$ cat config.mk
export PLATFORM = sky130hd
export DESIGN_NAME = interrupt_controller
export DESIGN_NICKNAME = d
export VERILOG_FILES = /design/src/rtl/interrupt_controller.sv
export SDC_FILE = /design/constraint.sdc
export NUM_CORES = 1
export LEC_CHECK = 0
export BUFFER_PORTS_ARGS = -buffer_cell sky130_fd_sc_hd__buf_2
export CORE_MARGIN = 1
export CORE_UTILIZATION = 40
export DETAILED_ROUTE_END_ITERATION = 12
export GPL_TIMING_DRIVEN = 0
export PLACE_DENSITY_LB_ADDON = 0.2
export SLEW_MARGIN = 20
export SYNTH_ARGS = -nofsm -noshare
export SYNTH_HDL_FRONTEND = slang
export SYNTH_SLANG_ARGS = --single-unit
$ cat constraint.sdc
create_clock -name Clk -period 2 [get_ports Clk]
set_clock_uncertainty 0.1 [all_clocks]
set_input_delay 0.4 -clock Clk [delete_from_list [all_inputs] [get_ports Clk]]
set_output_delay 0.4 -clock Clk [all_outputs]
set_load 0.005 [all_outputs]
$ cat src/rtl/interrupt_controller.sv
// Interrupt controller: edge-detects peripheral requests, masks and
// prioritises them (index 0 highest), and presents one interrupt at a time
// to the core as a registered Int pulse plus a stable 16-bit vector.
// A new interrupt is only started after the core reports RTI completion.
module interrupt_controller #(
  parameter int N_SRC     = 8,
  parameter int INT_PULSE = 1
) (
  input  logic             Clk,
  input  logic             Rst,
  input  logic [N_SRC-1:0] Req,
  input  logic             Mask_We,
  input  logic [N_SRC-1:0] Mask_In,
  input  logic             Rti_Done,
  output logic             Int,
  output logic [15:0]      Vector,
  output logic [N_SRC-1:0] Pending,
  output logic             Busy
);

  typedef enum logic [1:0] {
    S_IDLE   = 2'd0,
    S_ASSERT = 2'd1,
    S_WAIT   = 2'd2
  } state_t;

  state_t             state_reg, state_next;
  logic [N_SRC-1:0]   prev_req_reg;
  logic [N_SRC-1:0]   pending_reg, pending_next;
  logic [N_SRC-1:0]   mask_reg;
  logic [3:0]         id_reg, id_next;
  logic [3:0]         cnt_reg, cnt_next;
  logic               int_reg, int_next;

  logic [N_SRC-1:0]   edge_vec;
  logic [N_SRC-1:0]   eligible;
  logic [N_SRC-1:0]   clear_vec;
  logic [3:0]         winner;
  logic               any_eligible;
  logic               take;

  assign edge_vec     = Req & ~prev_req_reg;
  assign eligible     = pending_reg & mask_reg;
  assign any_eligible = |eligible;
  // An interrupt is accepted only from IDLE; this is also when the winner's
  // pending bit is consumed.
  assign take         = (state_reg == S_IDLE) && any_eligible;

  // Fixed priority: scan from the top so the lowest eligible index wins.
  always_comb begin
    winner = 4'd0;
    for (int i = N_SRC - 1; i >= 0; i--) begin
      if (eligible[i]) begin
        winner = 4'(i);
      end
    end
  end

  // Per-source pending update; a coincident edge wins over the clear so a
  // fresh request is never lost.
  generate
    for (genvar gi = 0; gi < N_SRC; gi++) begin : g_pending
      assign clear_vec[gi]    = take && (winner == 4'(gi));
      assign pending_next[gi] = (pending_reg[gi] & ~clear_vec[gi]) | edge_vec[gi];
    end
  endgenerate

  // Next-state and registered-output logic for the service FSM.
  always_comb begin
    state_next = state_reg;
    cnt_next   = cnt_reg;
    id_next    = id_reg;
    int_next   = 1'b0;
    case (state_reg)
      S_IDLE: begin
        if (any_eligible) begin
          state_next = S_ASSERT;
          cnt_next   = 4'(INT_PULSE);
          id_next    = winner;
          int_next   = 1'b1;
        end
      end
      S_ASSERT: begin
        if (cnt_reg == 4'd1) begin
          state_next = S_WAIT;
          int_next   = 1'b0;
        end else begin
          cnt_next = 4'(cnt_reg - 4'd1);
          int_next = 1'b1;
        end
      end
      S_WAIT: begin
        if (Rti_Done) begin
          state_next = S_IDLE;
        end
      end
      default: begin
        state_next = S_IDLE;
      end
    endcase
  end

  // State, request history, pending, mask and output registers.
  always_ff @(posedge Clk) begin
    if (Rst) begin
      state_reg    <= S_IDLE;
      prev_req_reg <= '0;
      pending_reg  <= '0;
      mask_reg     <= '1;
      id_reg       <= 4'd0;
      cnt_reg      <= 4'd0;
      int_reg      <= 1'b0;
    end else begin
      state_reg    <= state_next;
      prev_req_reg <= Req;
      pending_reg  <= pending_next;
      if (Mask_We) begin
        mask_reg <= Mask_In;
      end
      id_reg       <= id_next;
      cnt_reg      <= cnt_next;
      int_reg      <= int_next;
    end
  end

  assign Int     = int_reg;
  assign Vector  = 16'(id_reg);
  assign Pending = pending_reg;
  assign Busy    = (state_reg != S_IDLE);

endmodule

==> results of run 1 <==
final cells by class:
| cell class | instances | area share, % |
|---|---|---|
| multi-input combinational | 122 | 40.2 |
| sequential | 34 | 36.8 |
| timing repair buffer | 31 | 8.40 |
| buffer | 17 | 6.09 |
| clock buffer | 7 | 4.13 |
| tap | 46 | 3.11 |
| inverter | 6 | 1.22 |
critical path, delay by kind of cell, from the launching register on:
family	cells	cell delay, ns
fa+ha+maj	1	0.15
buf+inv	1	0.11
flops	1	0.33
simple gates	4	0.78
per-stage QoR:
step | worst slack, ns | hold WS, ns | power, mW
after floorplan | 0.524 | 0.362 | 1.11
after global placement | 0.481 | 0.376 | 1.21
after detailed placement | 0.423 | 0.384 | 1.23
after CTS | 0.405 | 0.227 | 1.70
after global routing | 0.326 | 0.219 | 1.80
final | 0.406 | 0.227 | 1.68
cell usage after synthesis (4+ instances only):
library cell	instances
dfxtp_1	34
nand2_1	22
buf_4	13
nor2b_1	13
a21oi_1	11
nor2_1	11
mux2i_1	7
inv_1	5
nor3_1	5
clkbuf_1	4
nand2b_1	4
o21ai_0	4
path summary, 6_finish.rpt:
| path | from | endpoint | slack [ns] |
|---|---|---|---|
| max | cnt_reg[1] | Int | 0.41 |
| min | Mask_In[4] | mask_reg[4] | 0.23 |
| max reg2reg | cnt_reg[1] | Int | 0.41 |
| min reg2reg | prev_req_reg[2] | Pending[2] | 0.39 |
metal layers:
layer | GRT usage (%) | vias to the layer above | wire length, um
li1 | - | 648 | -
met3 | 6.52 | 7 | 183
met5 | 0 | - | 0
met1 | 19.9 | 589 | 1440
met2 | 31.4 | 31 | 1590
met4 | 8.52 | 0 | 61
power groups by stage:
stage               sequential [mW]  combinational, mW  clock [mW]
global route                  0.817              0.466       0.516
detailed placement            0.823              0.409           0
CTS                           0.809              0.412       0.477
floorplan                     0.812              0.296           0
global placement              0.818              0.397           0
finish                        0.810              0.410       0.465
cells by family after synthesis:
kind of cell / synth area share [%]
AOI/OAI and AO/OA: 17.2
xor gates and xnor gates: 1.16
adders and majority gates: 1.65
buffers and inverters: 8.92
DFF: 45.0
muxes: 4.63
other: 0.248
and+or+nand+nor: 21.2
==> summary.md, run 1 <==
| Metric | Value |
|---|---|
| Cell taking the most area after synthesis | `dfxtp_1` |
| FP Rows | `21` |
| Finished Core Util | `between 50 and 60%` |
| Final WL | `~3300 um` |
| CP Cell Sequence | `inv_1 > ha_1 > or3b_4 > and2_4 > nor2_2 > nor2_1` |
| Placed insts | `256` |
| Final worst path period need | `~1.6 ns` |
| Fill count | `between 300 and 400` |
| Combinational fraction of design power | `around 24%` |
| Rel. slew slack | `between 60 and 70%` |
| Number of global-route vias before repair | `roughly 1200` |
| Placement Cell Area | `about 0.0018 sq mm` |
| Fmax | `around 630 MHz` |
| Cell Pwr Density | `a little over 900 mW/mm^2` |
| Clk sinks | `34` |
| Setup TNS | `0 ns` |
| Status | `completed` |
| #FFs+latches synth | `34` |
| Layout cell share with drive strength beyond 1 | `28.6%` |
| Psw | `between 500 and 600 uW` |
| Clock slew at reported path FFs | `0.06 ns` |
| Detailed Routing Iterations Pass 1 | `3` |
| Post-synthesis sequential area ratio | `between 40 and 50%` |
| Hold Path Depth | `3` |
| Peak supply drop | `approximately 0.48 mV` |
| Sequential Power Share | `approximately half` |
| Pin count of the biggest net entering global routing | `11` |
| Fin crit share | `79.7%` |
| CP max stage cell | `or3b_4` |
| Register Area | `approximately 680 sq um` |
| Critical path arrival | `around 1.7 ns` |
| TritonCTS clock tree | `done` |
| Hold Path Class | `input pin to register` |
| First-pass GRT wire length | `between 5000 and 6000 um` |
| Ports | `46` |
| Diodes inserted | `0` |
| RSZ-0062 raised after global routing | `false` |
| Mapped Area | `~0.0015 sq mm` |
| Dpl hpwl | `between 2000 and 2500 um` |
| Yosys warning count | `0` |
| Largest stage delay on the critical path | `between 0.3 and 0.4 ns` |
| Synth Flop Type | `dfxtp_1` |
| Most frequent cells in the layout | `34 x dfxtp_1, 31 x buf_2, 22 x nand2_1` |
| Area grow syn2layout | `22.1%` |
| Final Wtd Congestion | `roughly 0.75` |
| Leak pwr | `a little under 0.9 nW` |
| CP Launch Type | `register` |
| CTS root buf | `clkbuf_8` |
| CTS Buffer Depth | `2` |
| Synth Instances | `about 170` |
| Post-CTS Hold Buffers | `0` |
| # DRC | `0` |
| Antenna-violating nets left | `0` |
| Least-Margin Pin Slew | `0.569 ns` |
| Vias | `about 1300` |
| Critical path class | `register to register` |
| CP Capture Type | `register` |
| Slew Limit Fails | `0` |
| Chip Height | `between 60 and 70 um` |
| Via density | `4.85` |
| Final Hold Fails | `0` |
| # resized after CTS | `0` |
| Antenna violations before repair | `0` |
| Multi-input logic area | `about 740 sq um` |
| Pint | `around 1.2 mW` |
| CTS HTree Levels | `2` |
| Core area | `~0.0035 sq mm` |
| DR WL/cell | `approximately 12 um` |
| CP required | `between 2 and 2.5 ns` |
| Most common cell after layout, fill and taps aside | `dfxtp_1` |
| Die X-Extent | `roughly 64 um` |
| Synth async-reset ratio | `0%` |
| Max_cap viols | `0` |
| Yosys cell types | `37` |
| Post-synth EDFFs | `0` |
| Length in cells of the worst reg-to-reg path | `6` |
| Mean Syn Cell Area | `roughly 9.1 sq um` |
| Initial Util | `a little over two fifths` |
| Fin area | `between 0.0015 and 0.002 sq mm` |
| Die area | `between 0.004 and 0.005 sq mm` |
| Skew-Pair Late Insertion Delay | `0.28 ns` |
| Global route overflow | `0` |
| Nets | `around 240` |
| Switching fraction of total power | `~30%` |
| First DRT Iteration DRCs | `34` |
| TritonCTS Buffers | `5` |
| Global Route Usage Sum | `around 18%` |
| CP max FO | `4` |
| # setup viols final | `0` |
| Area contributors post-synth | `dfxtp_1 45%, buf_4 6.4%, nand2_1 5.5%` |
| Post-CTS setup buffer count | `0` |
| Clk network pwr share | `27.6%` |
| Synth top area share | `between 40 and 50%` |
| Input/output buffers | `31` |
| Finished Layout Cells | `between 200 and 300` |
Note: power is estimated with default switching activity, not from simulation.
==> run 2: changes to the inputs <==
--- a/config.mk
+++ b/config.mk
@@ -5,6 +5,7 @@
 export SDC_FILE = /design/constraint.sdc
 export NUM_CORES = 1
 export LEC_CHECK = 0
+export ABC_AREA = 1
 export BUFFER_PORTS_ARGS = -buffer_cell sky130_fd_sc_hd__buf_2
 export CORE_MARGIN = 1
 export CORE_UTILIZATION = 40
==> constraint.sdc (replaced) <==
create_clock -name Clk -period 1.6 [get_ports Clk]
set_clock_uncertainty 0.1 [all_clocks]
set_input_delay 0.32 -clock Clk [delete_from_list [all_inputs] [get_ports Clk]]
set_output_delay 0.32 -clock Clk [all_outputs]
set_load 0.005 [all_outputs]
==> run 2 against run 1 <==
Against the previous run:
- final cell count rose by 16%
- count of clock-buffer cells in the layout did not move
- global-route usage fell by 3.2 points
- die area fell by 0.16%
- fmax rose by 9.1%
- routed wire length fell by 17%
- first-iteration DRC count rose by 26%
- critical path depth rose by 1
- synthesized cell count rose by 25%
- non-clock buffer count fell by 1
- hold slack got worse by 0.094 ns
- final area rose by 0.41%
- critical path type unchanged
- critical endpoint is now Pending[2]
==> summary.md, run 2 <==
| Metric | Value |
|---|---|
| Peak supply drop | `0.603 mV (+25%)` |
| Cell taking the most area after synthesis | `dfxtp_1` |
| Post-Place Worst Slack | `0.180 ns (-0.243 ns)` |
| Layout cell share with drive strength beyond 1 | `25.2% (-3.4 points)` |
| # resized after CTS | `0 (unchanged)` |
| Combinational fraction of design power | `24.6% (+0.3 points)` |
| Fin crit share | `91.4% (+12 points)` |
| Max_cap viols | `0 (unchanged)` |
| Clk sinks | `34 (unchanged)` |
| Hold Path Class | `input pin to register` |
| Crit. Startpoint | `Pending[7]` |
| Pin count of the biggest net entering global routing | `11 (unchanged)` |
| Most common cell after layout, fill and taps aside | `nand2_1` |
| Fmax | `684 MHz (+9.1%)` |
| FF-to-FF Start | `Pending[7]` |
| Post-CTS Hold Buffers | `0 (unchanged)` |
| Mapped Area | `0.00151 sq mm (-0.17%)` |
| TritonCTS clock tree | `done` |
| Global Route Usage Sum | `15.1% (-3.2 points)` |
| Input/output buffers | `30 (-3.2%)` |
| HP Start | `Req[3]` |
| CP Launch Type | `register` |
| Mean Syn Cell Area | `7.27 sq um (-20%)` |
| Yosys warning count | `0 (unchanged)` |
| Synth Area in Simple Gates | `31.3% (+10 points)` |
| #FFs+latches synth | `34 (unchanged)` |
| Ports | `46 (unchanged)` |
| Dpl hpwl | `2090 um (-16%)` |
| Nets | `279 (+17%)` |
| Global route overflow | `0 (unchanged)` |
| Compound-cell area share of the yosys netlist | `6.46% (-11 points)` |
| Xor and xnor fraction of the mapped netlist area | `0% (-1.2 points)` |
| Length in cells of the worst reg-to-reg path | `7 (+1)` |
| CTS HTree Levels | `2 (unchanged)` |
| Synth Instances | `208 (+25%)` |
| CP max stage cell | `dfxtp_1` |
| Post-synthesis adder-cell area fraction | `1.66% (+0.0027 points)` |
| TritonCTS Buffers | `5 (unchanged)` |
| Largest stage delay on the critical path | `0.36 ns (-0.03 ns)` |
| Top cell by count, worst path | `nand3_1` |
| Die X-Extent | `63.5 um (about the same)` |
| Yosys cell types | `25 (-32%)` |
| Worst Hold End | `prev_req_reg[3]` |
| Post-CTS setup buffer count | `0 (unchanged)` |
| # DRC | `0 (unchanged)` |
| Hold Path Depth | `3 (unchanged)` |
| Status | `completed` |
| Post-synthesis sequential area ratio | `45.0% (+0.074 points)` |
| Number of global-route vias before repair | `1083 (-12%)` |
| Post-synth EDFFs | `0 (unchanged)` |
| Leak pwr | `0.996 nW (+14%)` |
| Die area | `0.00403 sq mm (-0.16%)` |
| Switching fraction of total power | `31.0% (+1.0 points)` |
| CP Capture Type | `register` |
| CP Cell Sequence | `nand2_1 > nand2_2 > nand3_1 > a21oi_2 > nand3_1 > a21oi_1 > nor2_1` |
| Final Wtd Congestion | `0.781 (+3.5%)` |
| # setup viols final | `0 (unchanged)` |
| Main combinational cell family by area after synthesis | `simple AND/OR/NAND/NOR gates` |
| Worst path top cell family by delay | `simple AND/OR/NAND/NOR gates` |
| RR Endpoint | `Pending[2]` |
| FP Rows | `21 (unchanged)` |
| Final worst path period need | `1.46 ns (-0.132 ns)` |
| Skew-Pair Late Insertion Delay | `0.29 ns (about the same)` |
| Area contributors post-synth | `dfxtp_1 45%, nand2_1 13%, inv_1 7.0%` |
| Post-synthesis mux area share | `0% (-4.6 points)` |
| Area grow syn2layout | `22.8%` |
| Critical path arrival | `1.52 ns (-0.13 ns)` |
| Vias | `1292 (+1.3%)` |
| Register Area | `681 sq um (unchanged)` |
| CTS root buf | `clkbuf_8` |
| First DRT Iteration DRCs | `43 (+26%)` |
| Psw | `677 uW (+34%)` |
| Via density | `4.25 (-12%)` |
| Core area | `0.00347 sq mm (unchanged)` |
| Detailed Routing Iterations Pass 1 | `4 (+1)` |
| Fill count | `386 (+13%)` |
| Diodes inserted | `0 (unchanged)` |
| First-pass GRT wire length | `4550 um (-18%)` |
| Flop-to-flop setup slack | `0.14 ns (-0.27 ns)` |
| Multi-input logic area | `644 sq um (-13%)` |
| RSZ-0062 raised after global routing | `false` |
| CP max FO | `5 (+1)` |
| Crit path buf inv count | `0 (-1)` |
| Most frequent cells in the layout | `53 x nand2_1, 34 x dfxtp_1, 32 x buf_2` |
| Antenna-violating nets left | `0 (unchanged)` |
| Initial Util | `43.6% (-0.072 points)` |
| Worst setup margin | `0.138 ns (-0.268 ns)` |
| CTS Buffer Depth | `2 (unchanged)` |
| Synth top area share | `45.0% (+0.074 points)` |
| Slew Limit Fails | `0 (unchanged)` |
| Clock slew at reported path FFs | `0.06 ns (about the same)` |
| Synth async-reset ratio | `0% (unchanged)` |
| Pint | `1.51 mW (+28%)` |
| Cell Pwr Density | `1180 mW/mm^2 (+29%)` |
| Antenna violations before repair | `0 (unchanged)` |
| Final WL | `2710 um (-17%)` |
| CP required | `1.66 ns (-0.40 ns)` |
| Critical path class | `register to register` |
| Count leader, synth | `nand2_1` |
| Overall Power | `2.19 mW (+30%)` |
| Final Hold Fails | `0 (unchanged)` |
| Sequential Power Share | `46.0% (-2.1 points)` |
| Clk network pwr share | `29.4% (+1.8 points)` |
| Synth Flop Type | `dfxtp_1` |
| DR WL/cell | `8.91 um (-28%)` |
| Setup TNS | `0 ns (unchanged)` |
| Top cells by count, synth | `53 x nand2_1, 34 x dfxtp_1, 28 x inv_1` |
| Chip Height | `63.5 um (about the same)` |
run 2: cell count changes after synthesis, moves of 3 or more:
cell | before | now
a21oi_1 | 11 | 6
inv_1 | 5 | 28
mux2i_1 | 7 | 0
nand2_1 | 22 | 53
nand2_2 | 0 | 7
nand2b_1 | 4 | 0
nand3_1 | 2 | 19
nor2_1 | 11 | 19
nor2_4 | 0 | 3
nor2b_1 | 13 | 0
nor3_1 | 5 | 1
o21ai_1 | 0 | 3
run 2: how the worst max path moves through the flow:
stage	to	cells after the start
final	Pending[2]	7
after global routing	Pending[4]	12
after CTS	Pending[2]	7
after detailed placement	Pending[2]	7
after global placement	Pending[2]	7
after floorplan	Pending[2]	7
run 2: cell type report:
cell class	instances	area share (%)
clock buffer	7	4.65
inverter	31	6.27
timing repair buffer	30	8.09
sequential	34	36.7
clock inverter	1	0.270
multi-input combinational	138	34.7
tap	46	3.10
buffer	17	6.20
run 2: logic make-up (layout without fill, tap and decap cells):
group           after synthesis  in the layout
compound gates               17             17
fa+ha+maj                     2              2
buf+inv                      48             86
flops                        34             34
other cells                   1             13
simple gates                106            106
run 2: through the flow:
| stage | cell area (sq um) | hold slack (ns) | util, % | instances |
|---|---|---|---|---|
| 2_1_floorplan | 1560 | 0.299 | - | 220 |
| 3_3_place_gp | 1760 | 0.306 | 50.9 | 296 |
| 3_5_place_dp | 1760 | 0.316 | 50.9 | 296 |
| 4_1_cts | 1860 | 0.128 | 53.5 | 304 |
| 5_1_grt | 1860 | 0.139 | 53.5 | 304 |
| 6_report | 1860 | 0.133 | 53.5 | 304 |
run 2: power by group through the flow:
stage / Combinational, mW / Sequential, mW / Clock, mW
floorplan: 0.399 / 1.02 / 0
CTS: 0.543 / 1.01 / 0.665
finish: 0.538 / 1.01 / 0.642
global route: 0.616 / 1.02 / 0.701
global placement: 0.532 / 1.03 / 0
detailed placement: 0.540 / 1.03 / 0
run 2: per-layer routing:
metal  vias up  track usage [%]  part of all wire [%]
li1        714                -                     -
met1       536             19.2                    52
met2        36             21.8                    40
met3         6             5.25                   5.7
met4         0             8.52                   2.0
met5         -                0                     0
run 2: tightest hold or removal path, stage by stage:
cell and delay (ns):
buf_2 0.08, nand2_1 0.05, inv_1 0.04
